File: src/rtl/stream_compare_pkg.sv
`default_nettype none
// ============================================================================
//  Module   : stream_compare_pkg
//  Purpose  : Shared types and helpers for the multi-channel stream comparator
//  Revision : 1.0 - initial release
// ============================================================================
package stream_compare_pkg;

  // Width of the trigger FSM state encoding as seen on trig_state.
  localparam int unsigned TRIG_STATE_W = 2;

  // Widest counter the saturating helper can handle.
  localparam int unsigned SAT_MAX_WIDTH = 64;

  typedef enum logic [TRIG_STATE_W-1:0] {
    IDLE      = 2'd0,
    ARMED     = 2'd1,
    TRIGGERED = 2'd2
  } trig_state_t;

  // Saturating increment for a counter that is 'width' bits wide, carried in a
  // 64-bit container so one function serves every counter width. The caller
  // truncates the result back to its own width.
  function automatic logic [SAT_MAX_WIDTH-1:0] sat_inc(
    input logic [SAT_MAX_WIDTH-1:0] value,
    input int unsigned              width
  );
    logic [SAT_MAX_WIDTH-1:0] max_val;
    if (width >= SAT_MAX_WIDTH) begin
      max_val = '1;
    end else begin
      max_val = (64'd1 << width) - 64'd1;
    end
    if (value >= max_val) begin
      return max_val;
    end
    return value + 64'd1;
  endfunction

endpackage
`default_nettype wire

File: src/rtl/stream_compare_lane.sv
`default_nettype none
// ============================================================================
//  Module   : stream_compare_lane
//  Purpose  : Masked compare of one DUT channel against the reference plus its
//             saturating error counter
//  Revision : 1.0 - initial release
// ============================================================================
module stream_compare_lane
  import stream_compare_pkg::*;
#(
  parameter int unsigned TDATA_WIDTH = 32,
  parameter int unsigned CNT_WIDTH   = 32
) (
  input  logic                   clk,
  input  logic                   aresetn,
  input  logic                   i_enable,
  input  logic                   i_beat,
  input  logic                   i_clear,
  input  logic [TDATA_WIDTH-1:0] i_dut_tdata,
  input  logic [TDATA_WIDTH-1:0] i_ref_tdata,
  input  logic [TDATA_WIDTH-1:0] i_data_mask,
  output logic                   o_miss,
  output logic [TDATA_WIDTH-1:0] o_xor,
  output logic [CNT_WIDTH-1:0]   o_err_count
);

  logic [TDATA_WIDTH-1:0] w_xor;
  logic                   w_miss;
  logic [CNT_WIDTH-1:0]   r_err_count;

  // Only masked bits can contribute to a mismatch.
  assign w_xor  = (i_dut_tdata ^ i_ref_tdata) & i_data_mask;
  assign w_miss = i_enable & i_beat & (|w_xor);

  assign o_miss      = w_miss;
  assign o_xor       = w_xor;
  assign o_err_count = r_err_count;

  // Per-channel error counter; clear wins over a same-cycle miss.
  always_ff @(posedge clk or negedge aresetn) begin
    if (!aresetn) begin
      r_err_count <= '0;
    end else if (i_clear) begin
      r_err_count <= '0;
    end else if (w_miss) begin
      r_err_count <= CNT_WIDTH'(sat_inc(SAT_MAX_WIDTH'(r_err_count), CNT_WIDTH));
    end
  end

endmodule
`default_nettype wire

File: src/rtl/stream_compare_multi.sv
`default_nettype none
// ============================================================================
//  Module   : stream_compare_multi
//  Purpose  : Compares N_CH DUT AXI-Stream channels against one reference
//             stream; keeps error statistics, first-error capture and an
//             arm/threshold trigger for a logic analyser
//  Revision : 1.0 - initial release
// ============================================================================
module stream_compare_multi
  import stream_compare_pkg::*;
#(
  parameter int unsigned N_CH        = 2,
  parameter int unsigned TDATA_WIDTH = 32,
  parameter int unsigned CNT_WIDTH   = 32
) (
  input  logic                        clk,
  input  logic                        aresetn,
  input  logic [TDATA_WIDTH-1:0]      s_ref_tdata,
  input  logic                        s_ref_tvalid,
  output logic                        s_ref_tready,
  input  logic [N_CH*TDATA_WIDTH-1:0] s_dut_tdata,
  input  logic [N_CH-1:0]             s_dut_tvalid,
  output logic [N_CH-1:0]             s_dut_tready,
  input  logic [N_CH-1:0]             ch_enable,
  input  logic [TDATA_WIDTH-1:0]      data_mask,
  input  logic [CNT_WIDTH-1:0]        err_threshold,
  input  logic                        ctrl_clear,
  input  logic                        ctrl_latch,
  input  logic                        ctrl_arm,
  output logic                        mismatch,
  output logic [N_CH-1:0]             mismatch_ch,
  output logic                        trig_out,
  output logic [1:0]                  trig_state,
  output logic [CNT_WIDTH-1:0]        word_count_lat,
  output logic [N_CH*CNT_WIDTH-1:0]   err_count_lat,
  output logic                        first_err_valid,
  output logic [CNT_WIDTH-1:0]        first_err_index,
  output logic [N_CH-1:0]             first_err_ch,
  output logic [TDATA_WIDTH-1:0]      first_err_xor
);

  logic                        w_beat;
  logic [N_CH-1:0]             w_miss;
  logic                        w_any_miss;
  logic [TDATA_WIDTH-1:0]      w_lane_xor [N_CH];
  logic [N_CH*CNT_WIDTH-1:0]   w_err_count;
  logic [TDATA_WIDTH-1:0]      w_first_xor;
  logic [CNT_WIDTH-1:0]        w_thr;
  logic [CNT_WIDTH-1:0]        w_arm_err_next;

  logic [CNT_WIDTH-1:0]        r_word_count;
  logic                        r_mismatch;
  logic [N_CH-1:0]             r_mismatch_ch;
  logic [CNT_WIDTH-1:0]        r_word_count_lat;
  logic [N_CH*CNT_WIDTH-1:0]   r_err_count_lat;
  logic                        r_first_err_valid;
  logic [CNT_WIDTH-1:0]        r_first_err_index;
  logic [N_CH-1:0]             r_first_err_ch;
  logic [TDATA_WIDTH-1:0]      r_first_err_xor;
  trig_state_t                 r_state;
  logic [CNT_WIDTH-1:0]        r_arm_err;
  logic                        r_trig_out;

  // A beat needs the reference plus every enabled channel; disabled channels
  // are held ready so their upstream drains instead of stalling.
  assign w_beat       = s_ref_tvalid & (&(s_dut_tvalid | ~ch_enable));
  assign s_ref_tready = w_beat;
  assign s_dut_tready = ~ch_enable | {N_CH{w_beat}};

  generate
    for (genvar g = 0; g < N_CH; g++) begin : g_lane
      stream_compare_lane #(
        .TDATA_WIDTH (TDATA_WIDTH),
        .CNT_WIDTH   (CNT_WIDTH)
      ) u_lane (
        .clk         (clk),
        .aresetn     (aresetn),
        .i_enable    (ch_enable[g]),
        .i_beat      (w_beat),
        .i_clear     (ctrl_clear),
        .i_dut_tdata (s_dut_tdata[g*TDATA_WIDTH +: TDATA_WIDTH]),
        .i_ref_tdata (s_ref_tdata),
        .i_data_mask (data_mask),
        .o_miss      (w_miss[g]),
        .o_xor       (w_lane_xor[g]),
        .o_err_count (w_err_count[g*CNT_WIDTH +: CNT_WIDTH])
      );
    end
  endgenerate

  assign w_any_miss = |w_miss;

  // Masked XOR of the lowest-numbered channel that mismatches this beat.
  always_comb begin
    w_first_xor = '0;
    for (int i = N_CH - 1; i >= 0; i--) begin
      if (w_miss[i]) begin
        w_first_xor = w_lane_xor[i];
      end
    end
  end

  // A zero threshold behaves as one so the trigger can always fire.
  assign w_thr          = (err_threshold == '0) ? CNT_WIDTH'(1) : err_threshold;
  assign w_arm_err_next = CNT_WIDTH'(sat_inc(SAT_MAX_WIDTH'(r_arm_err), CNT_WIDTH));

  // Beat counter; a beat coincident with clear is accepted but not counted.
  always_ff @(posedge clk or negedge aresetn) begin
    if (!aresetn) begin
      r_word_count <= '0;
    end else if (ctrl_clear) begin
      r_word_count <= '0;
    end else if (w_beat) begin
      r_word_count <= CNT_WIDTH'(sat_inc(SAT_MAX_WIDTH'(r_word_count), CNT_WIDTH));
    end
  end

  // Per-beat mismatch flags, one cycle behind the beat.
  always_ff @(posedge clk or negedge aresetn) begin
    if (!aresetn) begin
      r_mismatch    <= 1'b0;
      r_mismatch_ch <= '0;
    end else begin
      r_mismatch    <= w_any_miss;
      r_mismatch_ch <= w_miss;
    end
  end

  // Snapshot of the counters as they stood before this edge's update.
  always_ff @(posedge clk or negedge aresetn) begin
    if (!aresetn) begin
      r_word_count_lat <= '0;
      r_err_count_lat  <= '0;
    end else if (ctrl_latch) begin
      r_word_count_lat <= r_word_count;
      r_err_count_lat  <= w_err_count;
    end
  end

  // First-error record, held until cleared.
  always_ff @(posedge clk or negedge aresetn) begin
    if (!aresetn) begin
      r_first_err_valid <= 1'b0;
      r_first_err_index <= '0;
      r_first_err_ch    <= '0;
      r_first_err_xor   <= '0;
    end else if (ctrl_clear) begin
      r_first_err_valid <= 1'b0;
      r_first_err_index <= '0;
      r_first_err_ch    <= '0;
      r_first_err_xor   <= '0;
    end else if (w_any_miss && !r_first_err_valid) begin
      r_first_err_valid <= 1'b1;
      r_first_err_index <= r_word_count;
      r_first_err_ch    <= w_miss;
      r_first_err_xor   <= w_first_xor;
    end
  end

  // Trigger FSM: clear dominates arm; errors accumulate only while armed.
  always_ff @(posedge clk or negedge aresetn) begin
    if (!aresetn) begin
      r_state    <= IDLE;
      r_arm_err  <= '0;
      r_trig_out <= 1'b0;
    end else begin
      r_trig_out <= 1'b0;
      if (ctrl_clear) begin
        r_state   <= IDLE;
        r_arm_err <= '0;
      end else if (ctrl_arm) begin
        r_state   <= ARMED;
        r_arm_err <= '0;
      end else begin
        case (r_state)
          ARMED: begin
            if (w_any_miss) begin
              r_arm_err <= w_arm_err_next;
              if (w_arm_err_next >= w_thr) begin
                r_state    <= TRIGGERED;
                r_trig_out <= 1'b1;
              end
            end
          end
          default: begin
            r_state <= r_state;
          end
        endcase
      end
    end
  end

  assign mismatch        = r_mismatch;
  assign mismatch_ch     = r_mismatch_ch;
  assign trig_out        = r_trig_out;
  assign trig_state      = r_state;
  assign word_count_lat  = r_word_count_lat;
  assign err_count_lat   = r_err_count_lat;
  assign first_err_valid = r_first_err_valid;
  assign first_err_index = r_first_err_index;
  assign first_err_ch    = r_first_err_ch;
  assign first_err_xor   = r_first_err_xor;

endmodule
`default_nettype wire

File: config.mk
export PLATFORM = sky130hd
export DESIGN_NAME = stream_compare_multi
export DESIGN_NICKNAME = d
export VERILOG_FILES = /design/src/rtl/stream_compare_pkg.sv /design/src/rtl/stream_compare_lane.sv /design/src/rtl/stream_compare_multi.sv
export SDC_FILE = /design/constraint.sdc
export NUM_CORES = 1
export LEC_CHECK = 0
export BUFFER_PORTS_ARGS = -buffer_cell sky130_fd_sc_hd__buf_2
export CAP_MARGIN = 30
export CORE_MARGIN = 2
export CORE_UTILIZATION = 40
export CTS_CLUSTER_DIAMETER = 80
export CTS_CLUSTER_SIZE = 8
export DETAILED_ROUTE_END_ITERATION = 10
export PLACE_DENSITY_LB_ADDON = 0.05
export SKIP_CTS_REPAIR_TIMING = 1
export SYNTH_ARGS = -nofsm -noshare
export SYNTH_HDL_FRONTEND = slang
export SYNTH_SLANG_ARGS = --single-unit
File: constraint.sdc
create_clock -name clk -period 6.8 [get_ports clk]
set_input_delay 0.34 -clock clk [delete_from_list [all_inputs] [get_ports clk]]
set_output_delay 0.34 -clock clk [all_outputs]
set_load 0.02 [all_outputs]
# After elaboration in Yosys (flattened, before gate mapping)
# Cells that the tools add are included.
[totals]
ff_bits = 297
inputBits = 170
out_inout_bits = 172
elab_cells = 107
[classes]
add_sub_neg = 4
order_cmp = 5
eq_ne = 1
n_mux = 55
bitwise_logic = 12
n_reduce_logical = 16
[op_table]
columns = ["op", "n"]
rows = [
  ["32-bit two-way mux", 25],
  ["64-bit two-way mux", 6],
  ["32-bit by 64-bit >= comparator with 1-bit output", 3],
  ["32-bit by 1-bit adder with 32-bit output (second input constant)", 4],
  ["32-bit bitwise AND", 2],
  ["32-bit OR reduction", 2],
  ["32-bit bitwise XOR", 2],
  ["32-bit >= comparator", 1],
  ["32-bit >= comparator (second input constant)", 1],
  ["32-bit logical NOT", 1],
  ["1-bit two-way mux", 17],
  ["2-bit two-way mux", 7],
  ["3-bit nonzero test", 3],
  ["2-bit nonzero test", 4],
  ["1-bit bitwise AND", 5],
  ["2-bit bitwise OR", 2],
  ["2-bit AND reduction", 2],
  ["3-bit AND reduction", 1],
  ["2-bit by 1-bit == test with 1-bit output (second input constant)", 1],
  ["2-bit NOT", 1],
  ["2-bit OR reduction", 1],
  ["1-bit logical AND", 1],
  ["1-bit logical NOT", 1],
]

# Depth between registers and ports, before layout
[depth]
ltp_word = 15
mapped_depth = 16
depth_no_buf = 14

# By module
# Synthesis repeated with hierarchy kept, for this count alone.
[unflattened]
cells_unflattened = 1661
hier_area_um2 = 16519.6
[modules_own_cells]
columns = ["mod", "instances", "cells_per_inst", "area_per_inst_um2", "seq_area_each_um2"]
rows = [
  ["stream_compare_multi", 1, 1059, 11322.1, 5830.6],
  ["stream_compare_lane", 2, 301, 2598.7, 800.8],
]

# Worst setup path after synthesis
# No wires, ideal clock.
[synth_path]
path_type = "register -> register"
start = "reg r_arm_err[18]"
end = "reg r_state[0], in the netlist trig_state[0]"
setup_ps = 65
arrival_ps = 3399
required_ps = 6735
setup_slack_ps = 3336
path_stages_with_launch = 17
path_buffers = 3
synth_period_minus_slack_ps = 3464
cell_sequence = "dfrtp_1 -> clkbuf_1 -> nand3_1 -> or3_1 -> nor4_2 -> nand2_1 -> clkbuf_1 -> clkbuf_1 -> nand2_1 -> ha_1 -> a21o_1 -> a21o_1 -> a21oi_1 -> o21ai_0 -> a21o_1 -> a31oi_1 -> o221a_2"
[synth_via]
elab_chain_cells = 6
elab_cells_between_ends = 7
classes_between = "add/sub: 1; order compare: 2; mux: 2; reduce/logical: 2"
[synth_lines]
columns = ["element", "line", "text"]
rows = [
  ["from (decl)", "stream_compare_multi.sv:61", "logic [CNT_WIDTH-1:0] r_arm_err;"],
  ["from (signal assigned)", "stream_compare_multi.sv:178", "r_arm_err <= w_arm_err_next;"],
  ["32-bit >= comparator", "stream_compare_pkg.sv:34", "if (value >= max_val) begin"],
  ["1-bit two-way mux", "stream_compare_pkg.sv:34", ""],
  ["32-bit two-way mux (*)", "stream_compare_pkg.sv:37", "return value + 64'd1;"],
  ["32-bit >= comparator (*)", "stream_compare_multi.sv:179", "if (w_arm_err_next >= w_thr) begin"],
  ["3-bit nonzero test (no line) (*)", "n/a", ""],
  ["3-bit AND reduction (no line) (*)", "n/a", ""],
  ["to (signal assigned)", "stream_compare_multi.sv:186", "r_state <= r_state;"],
  ["to (decl)", "stream_compare_multi.sv:60", "trig_state_t r_state;"],
]
# Mark *: on every way between the ends. The rest lies on a longest branch, timed or not.
# A chain may end at the register's enable or synchronous reset.

# Worst setup path after layout
[layout_path]
start = "reg r_arm_err[3]"
end = "reg r_state[0], in the netlist trig_state[0]"
# Same word-level chain as after synthesis.

==> PnR_summary.wiki <==
{| class="wikitable"
! Metric !! Value
|-
| DRC violation count after routing || 0
|-
| Min-Delay Path Depth || 2
|-
| Die X-Extent || 209.1 µm
|-
| Layer with the highest usage after global routing || met2
|-
| Fraction of the yosys area taken by sequential cells || 44.17%
|-
| Launch instance of the worst min-delay path || data_mask[23]
|-
| Worst clock skew || 0.01858 ns
|-
| Switching component of the power || 1069 µW
|-
| Setup slack at placement || 2.095 ns
|-
| Count of boundary I/O pins || 342
|-
| Capture point of the worst reg-to-reg path || trig_state[0]
|-
| CP startpoint kind || flop
|-
| Status || complete, no violations
|-
| Clock tree from TritonCTS || built
|-
| Total negative setup slack || 0 ns
|-
| Post-route non-filler standard cell count || 2,588
|-
| Count of state elements after synthesis || 297
|-
| Maximum level of the CTS H-tree || 2
|-
| Met3 routing resource usage after global routing || 5.966%
|-
| Die extent in y || 209.1 µm
|-
| Ys flop type || sky130_fd_sc_hd__dfrtp_1
|-
| Maximum clock frequency || 216.3 MHz
|-
| Proportion of power drawn by combinational gates || 9.9%
|-
| Total placed instance area || 0.01904 mm²
|-
| Crit path arrival time || 5.07 ns
|-
| Register-to-register setup slack || 2.18 ns
|-
| WS Path Type || flop to flop
|-
| Met1 GRT Util || 30.69%
|-
| Number of distinct library cell variants in the gate-level netlist after synthesis || 57
|-
| CTS sink cnt || 297
|-
| Via count normalized by instance count || 5.703
|-
| Gp weighted congestion || 0.8517
|-
| Min-Delay Endpoint || first_err_xor[23]
|-
| Final critical path time including I/O delays and setup || 4.623 ns
|-
| Final number of hold-violating endpoints || 0
|-
| Number of enable flip-flop cells after synthesis || 0
|-
| Initial drt markers || 894
|-
| Via count of the first global-routing pass || 14,770
|-
| Clock Path Buffers || 3
|-
| Leakage power of the design || 0.01005 µW
|-
| Final ANT Viol Nets || 0
|-
| Overall die area || 0.04372 mm²
|-
| Number of nets in the synthesized netlist || 1,936
|-
| Most common cell after layout, fill and taps aside || sky130_fd_sc_hd__buf_2
|-
| Fillcell total || 4,027
|-
| Total power density per cell area || 205.3 mW/mm²
|-
| Startpoint of the worst register-to-register path || r_arm_err[3]
|-
| First-pass GRT wire length || 82.82 mm
|-
| Fraction of power spent switching nets || 25.69%
|-
| Max-slew violation total from the final report || 0
|-
| Hold Crit Class || input pin to flop
|-
| Number of maximum-capacitance constraint violations || 0
|-
| Worst reg-to-reg path cell count || 14
|-
| Post-Syn Instances || 1,730
|-
| Placed wire-length estimate || 36.15 mm
|-
| Unrepaired setup endpoints after global routing || no
|-
| Worst setup margin || 2.177 ns
|-
| Global-route congestion overflow total || 0
|-
| Layout cell share with drive strength beyond 1 || 25.61%
|-
| Library cell used as clock root buffer || sky130_fd_sc_hd__clkbuf_16
|-
| Nature of the critical path endpoint || flop
|-
| Worst-Skew Late Latency || 0.56 ns
|-
| Cell Area, Synth || 0.01683 mm²
|-
| Total CTS buffers || 43
|-
| Measured slew at the worst slew-check pin || 0.9989 ns
|-
| Cell-internal power || 3091 µW
|-
| Largest net degree at the start of global routing || 155
|-
| Signed area change from the synthesized netlist to the final layout || 20.41%
|-
| Tcrit/Tclk final || 67.99%
|-
| # placed instances || 2,527
|-
| Share of flip-flops with an asynchronous set or reset || 100.0%
|-
| Routed wirelength normalized by instance count || 19.94 µm
|-
| Maximum resistive drop on vdd || 0.1583 mV
|-
| Count of warnings emitted by yosys || 0
|-
| Part of the total power dissipated in the clock network || 46.8%
|-
| Met2 usage in global routing || 38.62%
|-
| CTS clk-pin slew, worst paths || 0.06 ns
|-
| Final design instance area without fill || 0.02026 mm²
|-
| Number of nets in the final layout || 2,241
|-
| Final setup violation count || 0
|-
| Initial antenna violation count || 12
|-
| Average cell area after synthesis || 9.727 µm²
|-
| IO buf count || 341
|-
| Overall Global Routing Usage || 23.67%
|-
| Number of rows created at floorplan || 75
|-
| Number of search-and-repair iterations in the first detailed-routing pass || 5
|-
| Crit Path Max Fanout || 21
|-
| Top library cells by usage in the layout, fill and taps aside || sky130_fd_sc_hd__buf_2 (339), sky130_fd_sc_hd__dfrtp_1 (297), sky130_fd_sc_hd__nand2_1 (146)
|-
| Wirelength, routed || 51.61 mm
|-
| Worst Path Required || 7.25 ns
|-
| Slew margin rel. || 33.19%
|-
| Flop pwr share || 43.2%
|-
| Initial standard-cell utilization of the core || 40.30%
|-
| Routed via count || 14,760
|-
| Area of the placeable core || 0.04176 mm²
|}
==> registers in the layout, indices dropped and copies added, names as in the netlist, 32 cells and up <==
name and flops:
r_arm_err 32, g_lane.u_lane.o_err_count 64, r_word_count 32, word_count_lat 32, first_err_xor 32, first_err_index 32
err_count_lat 64
==> cell usage after synthesis (2+ instances only) <==
master	instances	share of area (%)
sky130_fd_sc_hd__a211o_1	4	0.21
sky130_fd_sc_hd__a211oi_1	31	1.4
sky130_fd_sc_hd__a21o_1	17	0.76
sky130_fd_sc_hd__a21oi_1	84	2.5
sky130_fd_sc_hd__a22o_1	32	1.7
sky130_fd_sc_hd__a22oi_1	32	1.4
sky130_fd_sc_hd__a311oi_1	51	2.7
sky130_fd_sc_hd__a31oi_1	46	1.7
sky130_fd_sc_hd__a32o_1	32	1.9
sky130_fd_sc_hd__a41o_1	3	0.18
sky130_fd_sc_hd__a41oi_1	5	0.26
sky130_fd_sc_hd__and2_1	19	0.71
sky130_fd_sc_hd__and3_1	42	1.6
sky130_fd_sc_hd__and4_1	14	0.73
sky130_fd_sc_hd__buf_1	10	0.22
sky130_fd_sc_hd__buf_2	11	0.33
sky130_fd_sc_hd__clkbuf_1	79	1.8
sky130_fd_sc_hd__dfrtp_1	297	44
sky130_fd_sc_hd__ha_1	36	2.7
sky130_fd_sc_hd__inv_1	50	1.1
sky130_fd_sc_hd__mux2_2	99	6.6
sky130_fd_sc_hd__mux2i_1	2	0.12
sky130_fd_sc_hd__nand2_1	146	3.3
sky130_fd_sc_hd__nand2b_1	7	0.26
sky130_fd_sc_hd__nand3_1	54	1.6
sky130_fd_sc_hd__nand4_1	35	1.3
sky130_fd_sc_hd__nor2_1	53	1.2
sky130_fd_sc_hd__nor2b_1	133	4.9
sky130_fd_sc_hd__nor3_1	41	1.2
sky130_fd_sc_hd__nor3b_1	3	0.13
sky130_fd_sc_hd__nor4_1	22	0.82
sky130_fd_sc_hd__o211a_1	3	0.18
sky130_fd_sc_hd__o211ai_1	32	1.4
sky130_fd_sc_hd__o21a_1	3	0.13
sky130_fd_sc_hd__o21ai_0	45	1.3
sky130_fd_sc_hd__o221a_2	3	0.20
sky130_fd_sc_hd__o22ai_1	32	1.2
sky130_fd_sc_hd__o31ai_1	7	0.31
sky130_fd_sc_hd__or2_2	4	0.15
sky130_fd_sc_hd__or3_1	7	0.26
sky130_fd_sc_hd__or4_1	2	0.089
sky130_fd_sc_hd__xnor2_1	16	0.83
sky130_fd_sc_hd__xor2_1	72	3.7
==> routing by layer <==
layer | routed length (µm) | up-vias | part of all wire [%]
met3 | 3214 | 88 | 6.2
met2 | 24270 | 386 | 47
li1 | - | 7079 | -
met4 | 1412 | 2 | 2.7
met1 | 22700 | 7204 | 44
met5 | 13 | - | 0.025
==> per-stage QoR <==
| stage | utilization (%) | power (µW) | hold slack, ns |
|---|---|---|---|
| floorplan | - | 2037 | 0.04441 |
| global placement | 45.44 | 2234 | 0.3729 |
| detailed placement | 45.59 | 2243 | 0.3723 |
| CTS | 48.37 | 4227 | -0.2263 |
| global route | 48.50 | 4339 | 0.05008 |
| finish | 48.52 | 4159 | 0.06448 |
==> worst max-delay path, stage by stage, from the launching register on <==
cell and delay (ns):
sky130_fd_sc_hd__dfrtp_1 0.47, sky130_fd_sc_hd__and4_1 0.29, sky130_fd_sc_hd__nand4_1 0.29, sky130_fd_sc_hd__nor4_2 0.65
sky130_fd_sc_hd__nand2_1 0.39, sky130_fd_sc_hd__buf_4 0.33, sky130_fd_sc_hd__and2_1 0.19, sky130_fd_sc_hd__ha_1 0.26
sky130_fd_sc_hd__nand2b_1 0.09, sky130_fd_sc_hd__a21o_1 0.11, sky130_fd_sc_hd__a211oi_1 0.06, sky130_fd_sc_hd__o31a_1 0.24
sky130_fd_sc_hd__o31ai_1 0.49, sky130_fd_sc_hd__a31oi_1 0.33, sky130_fd_sc_hd__o221a_2 0.32
==> area by class of cell <==
cell class	count	area, µm²	share of cell area [%]
clock inverter	5	83.83	0.4137
sequential	297	7432	36.68
multi-input combinational	1281	8836	43.61
inverter	52	195.2	0.9633
tap	539	674.4	3.328
timing repair buffer	360	1937	9.559
antenna	11	27.53	0.1359
clock buffer	43	1076	5.311
==> kinds of logic (layout without fill, tap and decap cells) <==
group,after synthesis,in the layout,synth area share [%]
compound gates,470,470,19.90
xor+xnor,88,88,4.580
fa+ha+maj,36,36,2.677
buf+inv,152,460,3.472
flops,297,297,44.17
mux,101,101,6.744
other cells,0,11,0
simple gates,586,586,18.45
==> how the worst max path moves through the flow <==
stage                  start  slack (ns)            end  cells past startpoint
2_1_floorplan  r_arm_err[18]        3.34  trig_state[0]                     16
3_3_place_gp    r_arm_err[3]        2.09  trig_state[0]                     14
3_5_place_dp    r_arm_err[3]        2.09  trig_state[0]                     14
4_1_cts         r_arm_err[3]        2.07  trig_state[0]                     14
5_1_grt         r_arm_err[4]        1.74  trig_state[1]                     14
6_report        r_arm_err[3]        2.18  trig_state[0]                     14
==> power groups by stage <==
stage	registers (µW)	logic (µW)	clock network, µW
after floorplan	1840	198	0
after global placement	1830	406	0
after detailed placement	1830	416	0
after CTS	1800	417	2010
after global routing	1800	459	2080
final	1800	413	1950
Power figures use the tool's default switching activity.
